==> src/rtl/ad4630_pkg.sv <==
// Shared constants and encodings for the AD4630 SPI master.
package ad4630_pkg;

  localparam int LANES   = 8;
  localparam int RD_BITS = 6;
  localparam int WR_BITS = 24;
  localparam int HALF_W  = 4;
  localparam int TMR_W   = 4;
  localparam int BIT_W   = 5;

  localparam logic [WR_BITS-1:0] INIT_CFG_IN  = 24'hBF_FF00;
  localparam logic [WR_BITS-1:0] INIT_4LANE   = 24'h00_2080;
  localparam logic [WR_BITS-1:0] INIT_CFG_OUT = 24'h00_1401;

  typedef enum logic [2:0] {
    ST_IDLE  = 3'd0,
    ST_SETUP = 3'd1,
    ST_SHIFT = 3'd2,
    ST_HOLD  = 3'd3,
    ST_DONE  = 3'd4
  } state_e;

  typedef enum logic {
    MODE_RD = 1'b0,
    MODE_WR = 1'b1
  } mode_e;

endpackage

==> src/rtl/ad4630_spi_if_sclk_gen.sv <==
// SCLK generator: counts i_half cycles per level, starting low whenever enabled.
module ad4630_spi_if_sclk_gen
  import ad4630_pkg::*;
(
  input  logic              i_clk,
  input  logic              i_rst,
  input  logic              i_en,
  input  logic [HALF_W-1:0] i_half,
  output logic              o_sclk,
  output logic              o_rise,
  output logic              o_fall
);

  logic [HALF_W-1:0] cnt_q, cnt_d;
  logic              phase_q, phase_d;
  logic [HALF_W-1:0] term;
  logic              at_term;

  assign term    = i_half - HALF_W'(1);
  assign at_term = (cnt_q == term);

  always_comb begin
    cnt_d   = cnt_q;
    phase_d = phase_q;
    if (!i_en) begin
      cnt_d   = '0;
      phase_d = 1'b0;
    end else if (at_term) begin
      cnt_d   = '0;
      phase_d = ~phase_q;
    end else begin
      cnt_d = cnt_q + HALF_W'(1);
    end
  end

  always_ff @(posedge i_clk or posedge i_rst) begin
    if (i_rst) begin
      cnt_q   <= '0;
      phase_q <= 1'b0;
    end else begin
      cnt_q   <= cnt_d;
      phase_q <= phase_d;
    end
  end

  // Strobes mark the last cycle of a level, so the level changes on the next edge.
  assign o_sclk = phase_q;
  assign o_rise = i_en & ~phase_q & at_term;
  assign o_fall = i_en &  phase_q & at_term;

endmodule

==> src/rtl/ad4630_spi_if.sv <==
// AD4630 SPI master: 24-bit register writes (mode 1) and 8-lane x 6-bit SDR reads (mode 0).
module ad4630_spi_if
  import ad4630_pkg::*;
#(
  parameter int RD_HALF  = 1,
  parameter int WR_HALF  = 2,
  parameter int CS_SETUP = 2,
  parameter int CS_HOLD  = 2
) (
  input  logic               i_clk,
  input  logic               i_rst,
  input  logic               i_rd_start,
  input  logic               i_wr_start,
  input  logic [WR_BITS-1:0] i_wr_data,
  output logic               o_busy,
  output logic               o_spi_done,
  output logic [RD_BITS-1:0] o_adc_data_0,
  output logic [RD_BITS-1:0] o_adc_data_1,
  output logic [RD_BITS-1:0] o_adc_data_2,
  output logic [RD_BITS-1:0] o_adc_data_3,
  output logic [RD_BITS-1:0] o_adc_data_4,
  output logic [RD_BITS-1:0] o_adc_data_5,
  output logic [RD_BITS-1:0] o_adc_data_6,
  output logic [RD_BITS-1:0] o_adc_data_7,
  output logic               o_spi_cs_n,
  output logic               o_spi_sclk,
  output logic               o_spi_sdi,
  input  logic [LANES-1:0]   i_spi_sdo,
  output logic [2:0]         o_dbg_state
);

  state_e                         state_q, state_d;
  mode_e                          mode_q, mode_d;
  logic [TMR_W-1:0]               tmr_q, tmr_d;
  logic [BIT_W-1:0]               bit_q, bit_d;
  logic [WR_BITS-1:0]             tx_q, tx_d;
  logic                           sdi_q, sdi_d;
  logic [LANES-1:0][RD_BITS-1:0]  rx_q, rx_d;
  logic [LANES-1:0][RD_BITS-1:0]  adc_q, adc_d;

  logic              start;
  logic              sclk_en;
  logic              sclk;
  logic              rise;
  logic              fall;
  logic [HALF_W-1:0] half;
  logic [BIT_W-1:0]  last_bit;

  assign start    = i_wr_start | i_rd_start;
  assign sclk_en  = (state_q == ST_SHIFT);
  assign half     = (mode_q == MODE_WR) ? HALF_W'(WR_HALF) : HALF_W'(RD_HALF);
  assign last_bit = (mode_q == MODE_WR) ? BIT_W'(WR_BITS - 1) : BIT_W'(RD_BITS - 1);

  ad4630_spi_if_sclk_gen u_sclk_gen (
    .i_clk  (i_clk),
    .i_rst  (i_rst),
    .i_en   (sclk_en),
    .i_half (half),
    .o_sclk (sclk),
    .o_rise (rise),
    .o_fall (fall)
  );

  always_comb begin
    state_d = state_q;
    mode_d  = mode_q;
    tmr_d   = tmr_q;
    bit_d   = bit_q;
    case (state_q)
      ST_IDLE: begin
        if (start) begin
          // A simultaneous read request is dropped in favour of the write.
          mode_d  = i_wr_start ? MODE_WR : MODE_RD;
          tmr_d   = '0;
          state_d = ST_SETUP;
        end
      end
      ST_SETUP: begin
        if (tmr_q == TMR_W'(CS_SETUP - 1)) begin
          tmr_d   = '0;
          bit_d   = '0;
          state_d = ST_SHIFT;
        end else begin
          tmr_d = tmr_q + TMR_W'(1);
        end
      end
      ST_SHIFT: begin
        if (fall) begin
          if (bit_q == last_bit) begin
            state_d = ST_HOLD;
          end else begin
            bit_d = bit_q + BIT_W'(1);
          end
        end
      end
      ST_HOLD: begin
        if (tmr_q == TMR_W'(CS_HOLD - 1)) begin
          tmr_d   = '0;
          state_d = ST_DONE;
        end else begin
          tmr_d = tmr_q + TMR_W'(1);
        end
      end
      ST_DONE: state_d = ST_IDLE;
      default: state_d = ST_IDLE;
    endcase
  end

  always_comb begin
    tx_d  = tx_q;
    sdi_d = sdi_q;
    rx_d  = rx_q;
    adc_d = adc_q;
    if (state_q == ST_IDLE && i_wr_start) tx_d = i_wr_data;
    if (state_q == ST_IDLE && start) rx_d = '0;
    if (state_d != ST_SHIFT) sdi_d = 1'b0;
    // Write data changes as SCLK rises so it is stable at the device's falling-edge sample.
    if (mode_q == MODE_WR && rise) begin
      sdi_d = tx_q[WR_BITS-1];
      tx_d  = {tx_q[WR_BITS-2:0], 1'b0};
    end
    if (mode_q == MODE_RD && fall) begin
      for (int k = 0; k < LANES; k++) begin
        rx_d[k] = {rx_q[k][RD_BITS-2:0], i_spi_sdo[k]};
      end
    end
    if (state_q == ST_HOLD && state_d == ST_DONE && mode_q == MODE_RD) adc_d = rx_q;
  end

  always_ff @(posedge i_clk or posedge i_rst) begin
    if (i_rst) begin
      state_q <= ST_IDLE;
      mode_q  <= MODE_RD;
      tmr_q   <= '0;
      bit_q   <= '0;
      tx_q    <= '0;
      sdi_q   <= 1'b0;
      rx_q    <= '0;
      adc_q   <= '0;
    end else begin
      state_q <= state_d;
      mode_q  <= mode_d;
      tmr_q   <= tmr_d;
      bit_q   <= bit_d;
      tx_q    <= tx_d;
      sdi_q   <= sdi_d;
      rx_q    <= rx_d;
      adc_q   <= adc_d;
    end
  end

  assign o_busy       = (state_q != ST_IDLE);
  assign o_spi_done   = (state_q == ST_DONE);
  assign o_spi_cs_n   = ~((state_q == ST_SETUP) | (state_q == ST_SHIFT) | (state_q == ST_HOLD));
  assign o_spi_sclk   = sclk;
  assign o_spi_sdi    = sdi_q;
  assign o_dbg_state  = state_q;
  assign o_adc_data_0 = adc_q[0];
  assign o_adc_data_1 = adc_q[1];
  assign o_adc_data_2 = adc_q[2];
  assign o_adc_data_3 = adc_q[3];
  assign o_adc_data_4 = adc_q[4];
  assign o_adc_data_5 = adc_q[5];
  assign o_adc_data_6 = adc_q[6];
  assign o_adc_data_7 = adc_q[7];

endmodule

==> config.mk <==
export PLATFORM = sky130hd
export DESIGN_NAME = ad4630_spi_if
export DESIGN_NICKNAME = d
export VERILOG_FILES = /design/src/rtl/ad4630_pkg.sv /design/src/rtl/ad4630_spi_if_sclk_gen.sv /design/src/rtl/ad4630_spi_if.sv
export SDC_FILE = /design/constraint.sdc
export NUM_CORES = 1
export LEC_CHECK = 0
export CAP_MARGIN = 20
export CELL_PAD_IN_SITES_DETAIL_PLACEMENT = 0
export CELL_PAD_IN_SITES_GLOBAL_PLACEMENT = 1
export CORE_UTILIZATION = 46
export DETAILED_ROUTE_END_ITERATION = 12
export MAX_ROUTING_LAYER = met4
export PLACE_DENSITY_LB_ADDON = 0.1
export SLEW_MARGIN = 10
export SYNTH_ARGS = -nofsm -noshare
export SYNTH_HDL_FRONTEND = slang
export SYNTH_SLANG_ARGS = --single-unit
export TNS_END_PERCENT = 1
==> constraint.sdc <==
create_clock -name i_clk -period 9.2 [get_ports i_clk]
set_input_delay 2.3 -clock i_clk [delete_from_list [all_inputs] [get_ports i_clk]]
set_output_delay 2.3 -clock i_clk [all_outputs]
set_load 0.01 [all_outputs]
# ---- Word level (Yosys, flattened, before mapping)
# Cells that the tools add are included.
dict set report word_totals {
  ramBits 0
  word_cells 95
  inputBits 36
  regBits 139
  romBits 0
  output_inout_bits 56
  mem_count 0
  latch_bits 0
}
dict set report classes {
  n_mux 26
  order_cmp 0
  n_eq_ne 14
  n_reduce_logical 17
  n_shift 0
  n_addsub 4
  n_mul 0
  div 0
  bitwise_logic 10
}
# cell count
set op_table {}
lappend op_table {{2-to-1 mux 48 bit} 2}
lappend op_table {{2-to-1 mux 24 bit} 2}
lappend op_table {{2-to-1 mux 5 bit} 4}
lappend op_table {{2-to-1 mux 4 bit} 4}
lappend op_table {{2-to-1 mux 3 bit} 5}
lappend op_table {{case mux 3 bit (4 select lines)} 1}
lappend op_table {{inequality test 2 bit (second input constant)} 5}
lappend op_table {{case mux 5 bit (2 select lines)} 1}
lappend op_table {{nonzero test 2 bit} 5}
lappend op_table {{adder 4 x 1 -> 4 bit (second input constant)} 2}
lappend op_table {{case mux 4 bit (2 select lines)} 1}
lappend op_table {{equality test 3 x 2 -> 1 bit (second input constant)} 2}
lappend op_table {{equality test 3 bit (second input constant)} 2}
lappend op_table {{logical AND 1 bit} 6}
lappend op_table {{adder 5 x 1 -> 5 bit (second input constant)} 1}
lappend op_table {{equality test 5 bit} 1}
lappend op_table {{2-to-1 mux 1 bit} 5}
lappend op_table {{bitwise AND 1 bit} 4}
lappend op_table {{equality test 4 x 1 -> 1 bit (second input constant)} 1}
lappend op_table {{equality test 4 bit} 1}
lappend op_table {{AND reduction 2 bit} 2}
lappend op_table {{AND reduction 4 bit} 1}
lappend op_table {{equality test 3 x 1 -> 1 bit (second input constant)} 1}
lappend op_table {{logical NOT 3 bit} 1}
lappend op_table {{other kinds (7)} 11}

# ---- Depth between registers and ports, before layout
dict set report depth {
  ltp_word 9
  depth_mapped 7
  ltp_nobuf 4
}

# ---- Modules after synthesis
# From an unflattened synthesis, not the netlist that was laid out.
dict set report hier_totals {
  cells_unflattened 526
  hier_area_um2 6007.0
}
# mod n_inst cells_per_inst seq_area_each_um2 area_each_um2
set by_module_without_submodules {}
lappend by_module_without_submodules {ad4630_spi_if 1 494 3353.2 5685.5}
lappend by_module_without_submodules {ad4630_spi_if_sclk_gen 1 32 125.1 321.6}

# ---- Least setup slack after synthesis
# No wires, ideal clock.
dict set report synth_timing {
  path_kind {reg2out}
  startpoint {reg state_q[0] (netlist: o_dbg_state[0])}
  endpoint {out o_busy}
  arrival_ns 0.957
  slack_ns 5.943
  required_ns 6.900
  path_buffers 1
  stages_incl_launch_ff 4
  path_cell_list {dfrtp_1 > buf_2 > nor3_1 > inv_1}
}
dict set report synth_via {
  elab_chain_cells 1
}
# element line_no
set synth_lines {}
lappend synth_lines {{start: declaration} ad4630_spi_if.sv:32} ;# state_e state_q, state_d;
lappend synth_lines {{start signal: assignment} ad4630_spi_if.sv:141} ;# state_q <= state_d;
lappend synth_lines {{nonzero test 3 bit} ad4630_spi_if.sv:152} ;# assign o_busy = (state_q != ST_IDLE);
lappend synth_lines {{end: declaration} ad4630_spi_if.sv:15} ;# output logic o_busy,
# No other way between the ends.

# ---- Worst setup path after layout
dict set report layout_timing {
  startpoint {reg state_q[2] (netlist: o_dbg_state[2])}
  endpoint {out o_busy}
}
# The elaborated chain is that of the path after synthesis.

==> results.ini <==
[critical_path]
critPathLaunchType = flip-flop
ff2ff_path_depth = 4
cpMaxStageDelayCell = nor3_1
crit_start = o_dbg_state[2]$_DFF_PP0_
r2r_setup_slack_ns = 6.63
crit_path_end_kind = output port
endpoint = o_busy
required_ns = 6.90
crit_type = reg2out
critPathMaxFanout = 11
worstPathCellList = nor3_1 -> inv_1 -> clkdlybuf4s50_1
cpPeakStageDelay_ns = 0.51
r2r_end = tx_q[6]$_DFFE_PP0P_
worstReg2RegStart = o_dbg_state[2]$_DFF_PP0_
cp.arrival_ns = 1.98

[pwr]
power_w = 0.00230
p_per_area_nw_per_um2 = 312
peakVddDrop_mv = 0.129
leakagePower_nw = 3.40

[synthesis]
synthFlopType = dfrtp_1
syn_area_sq_um = 5770
yosys_register_bits = 139
muxShareOfSynthArea = 0.103
synth_edf_count = 0
synth_cells = 489
synthXorXnorAreaFrac = 0.00889
synth_top_family_by_area = compound AO/OA/AOI/OAI gates
synthSimpleGateAreaFrac = 0.118
synth_fa_ha_area_frac = 0.00434
synth.avg_cell_area_sq_um = 11.8
synth.distinct_cells = 42
synth_seq_area_share = 0.603
ys.warnings.count = 0
synth_compound_area_frac = 0.128
async_reset_ff_frac = 1.00
syn_nets = 527

[global_route]
use_met3 = 0.0441
antenna_found_initial = 0
grt_most_used_layer = met2
grt_first_pass_wirelength_mm = 18.7
grt_max_degree = 97
met1_usage = 0.267
grt-ovfl-total = 0
grt.total_usage = 0.194
first_global_vias = 3828
grt_use_met2 = 0.274

[final_layout]
final_nets = 611
fill_cells = 1027
drive_gt1_frac = 0.167
finish.utilization = 0.611
syn_to_final_growth_pct = 28.2
final_common_cell = dfrtp_1
diodes = 0
seq_area_sq_um = 3480
multiInputGateArea_sq_um = 2100
finalNonFillerCells = 754
final_cell_mix = dfrtp_1 (139), nand2_1 (102), clkdlybuf4s50_1 (91)

[placement]
hpwl_mm = 6.56
gp_congestion = 0.733
placedCellCount = 722
numPortBuffers = 91

[timing]
setup_viol = 0
finalHoldViolations = 0
rsz0062_at_grt = no
skew_ns = 0.00628
period_share = 0.466
relSlewSlack = 0.309
max_freq_mhz = 233
period_needed_ns = 4.28
slew_viol_final = 0
tns_ns = 0
worstMarginPinSlew_ns = 1.04
whs_ns = 0.474

[floorplan]
rows = 40
fp.dieW_um = 114
ioPinCount = 92
die_h_um = 114
core-area_sq_um = 12100
initial_core_util = 0.477
dieArea_sq_um = 13000

[clock_network]
clock-sinks = 139
h-tree-depth = 4
ctsLongestPathBuffers = 2
clock_latency_ns = 0.41
cts_resized = 0
cts_tree = built
clkTransAtPathRegs_ns = 0.06
hold_buffers = 0
numCtsBuffers = 17
postCtsSetupBuffers = 0
root_buffer = clkbuf_16

[drt]
wl_per_cell_um = 14.6
drtIter0Drc = 203
vias = 3826
drt-total-wl_mm = 11.0
drtAntennaViolNets = 0
routed_via_density = 5.07
drc_errors = 0
dr.pass1.iters = 4

[min_path]
hold_path.class = reg2reg

[status]
status = finished, final reports clean

[flow_run]
cap_violations = 0

worst max-delay path, delay by kind of cell, from the launching register on:
kind | cells | cell delay, ns
and+or+nand+nor | 1 | 0.51
DFF | 1 | 0.50
buffers and inverters | 2 | 0.57
worst min path at each step:
| stage | from | endpoint | slack, ns | cells past startpoint |
|---|---|---|---|---|
| after floorplan | tx_q[23]$_DFFE_PP0P_ | o_spi_sdi$_DFFE_PP0P_ | 0.45 | 2 |
| after global placement | tx_q[6]$_DFFE_PP0P_ | tx_q[6]$_DFFE_PP0P_ | 0.46 | 1 |
| after detailed placement | tx_q[14]$_DFFE_PP0P_ | tx_q[14]$_DFFE_PP0P_ | 0.47 | 1 |
| after CTS | tx_q[1]$_DFFE_PP0P_ | tx_q[1]$_DFFE_PP0P_ | 0.48 | 1 |
| after global routing | tx_q[17]$_DFFE_PP0P_ | tx_q[17]$_DFFE_PP0P_ | 0.50 | 1 |
| final | tx_q[4]$_DFFE_PP0P_ | tx_q[4]$_DFFE_PP0P_ | 0.47 | 1 |
area by class of cell:
class,count,area share
flip-flops and latches,139,0.470
repair buffers,96,0.128
well taps,168,0.0284
clock inverters,12,0.0228
multi-input cells,315,0.285
clock buffers,20,0.0631
inverters,4,0.00271
per-layer routing:
layer,up-vias,share of wire
met1,1858,0.49
met3,20,0.034
met4,0,0.020
li1,1871,-
met2,77,0.46
met5,-,0
power breakdown:
part | switching, W | internal (W) | leakage [nW]
sequential | 0.000119 | 0.000777 | 1.84
combinational | 0.000305 | 0.000383 | 1.25
clock | 0.000248 | 0.000473 | 0.312
total | 0.000672 | 0.00163 | 3.40
metrics by stage:
stage,setup slack [ns],cell area [sq um]
finish,4.92,7400
detailed placement,4.85,6760
global route,4.81,7400
floorplan,3.18,5770
global placement,4.90,6760
CTS,4.88,7400
flip-flops by register name, summed over array words and instances, names as in the netlist, 6 cells and up:
signal / flops
tx_q: 24
o_adc_data_7: 6
rx_q: 48
o_adc_data_6: 6
o_adc_data_4: 6
o_adc_data_3: 6
o_adc_data_5: 6
o_adc_data_2: 6
o_adc_data_1: 6
o_adc_data_0: 6
kinds of logic after synthesis:
family | after synthesis
xor gates and xnor gates | 5
adders and majority gates | 2
AOI/OAI and AO/OA | 110
muxes | 53
DFF | 139
buffers and inverters | 35
and+or+nand+nor | 145
synth_stat cells (7+ instances only):
master    count  share of area
clkbuf_1     11         0.0072
a21o_1       24          0.031
dfrtp_1     139           0.60
nand3_1       8         0.0069
a22o_1       22          0.033
buf_2        12          0.010
o21ai_0      44          0.038
o21ai_1       9         0.0078
mux2_2       49          0.096
nand2_1     102          0.066
buf_6         7          0.014
nor2_1        7         0.0046
Note: power is estimated with default switching activity, not from simulation.
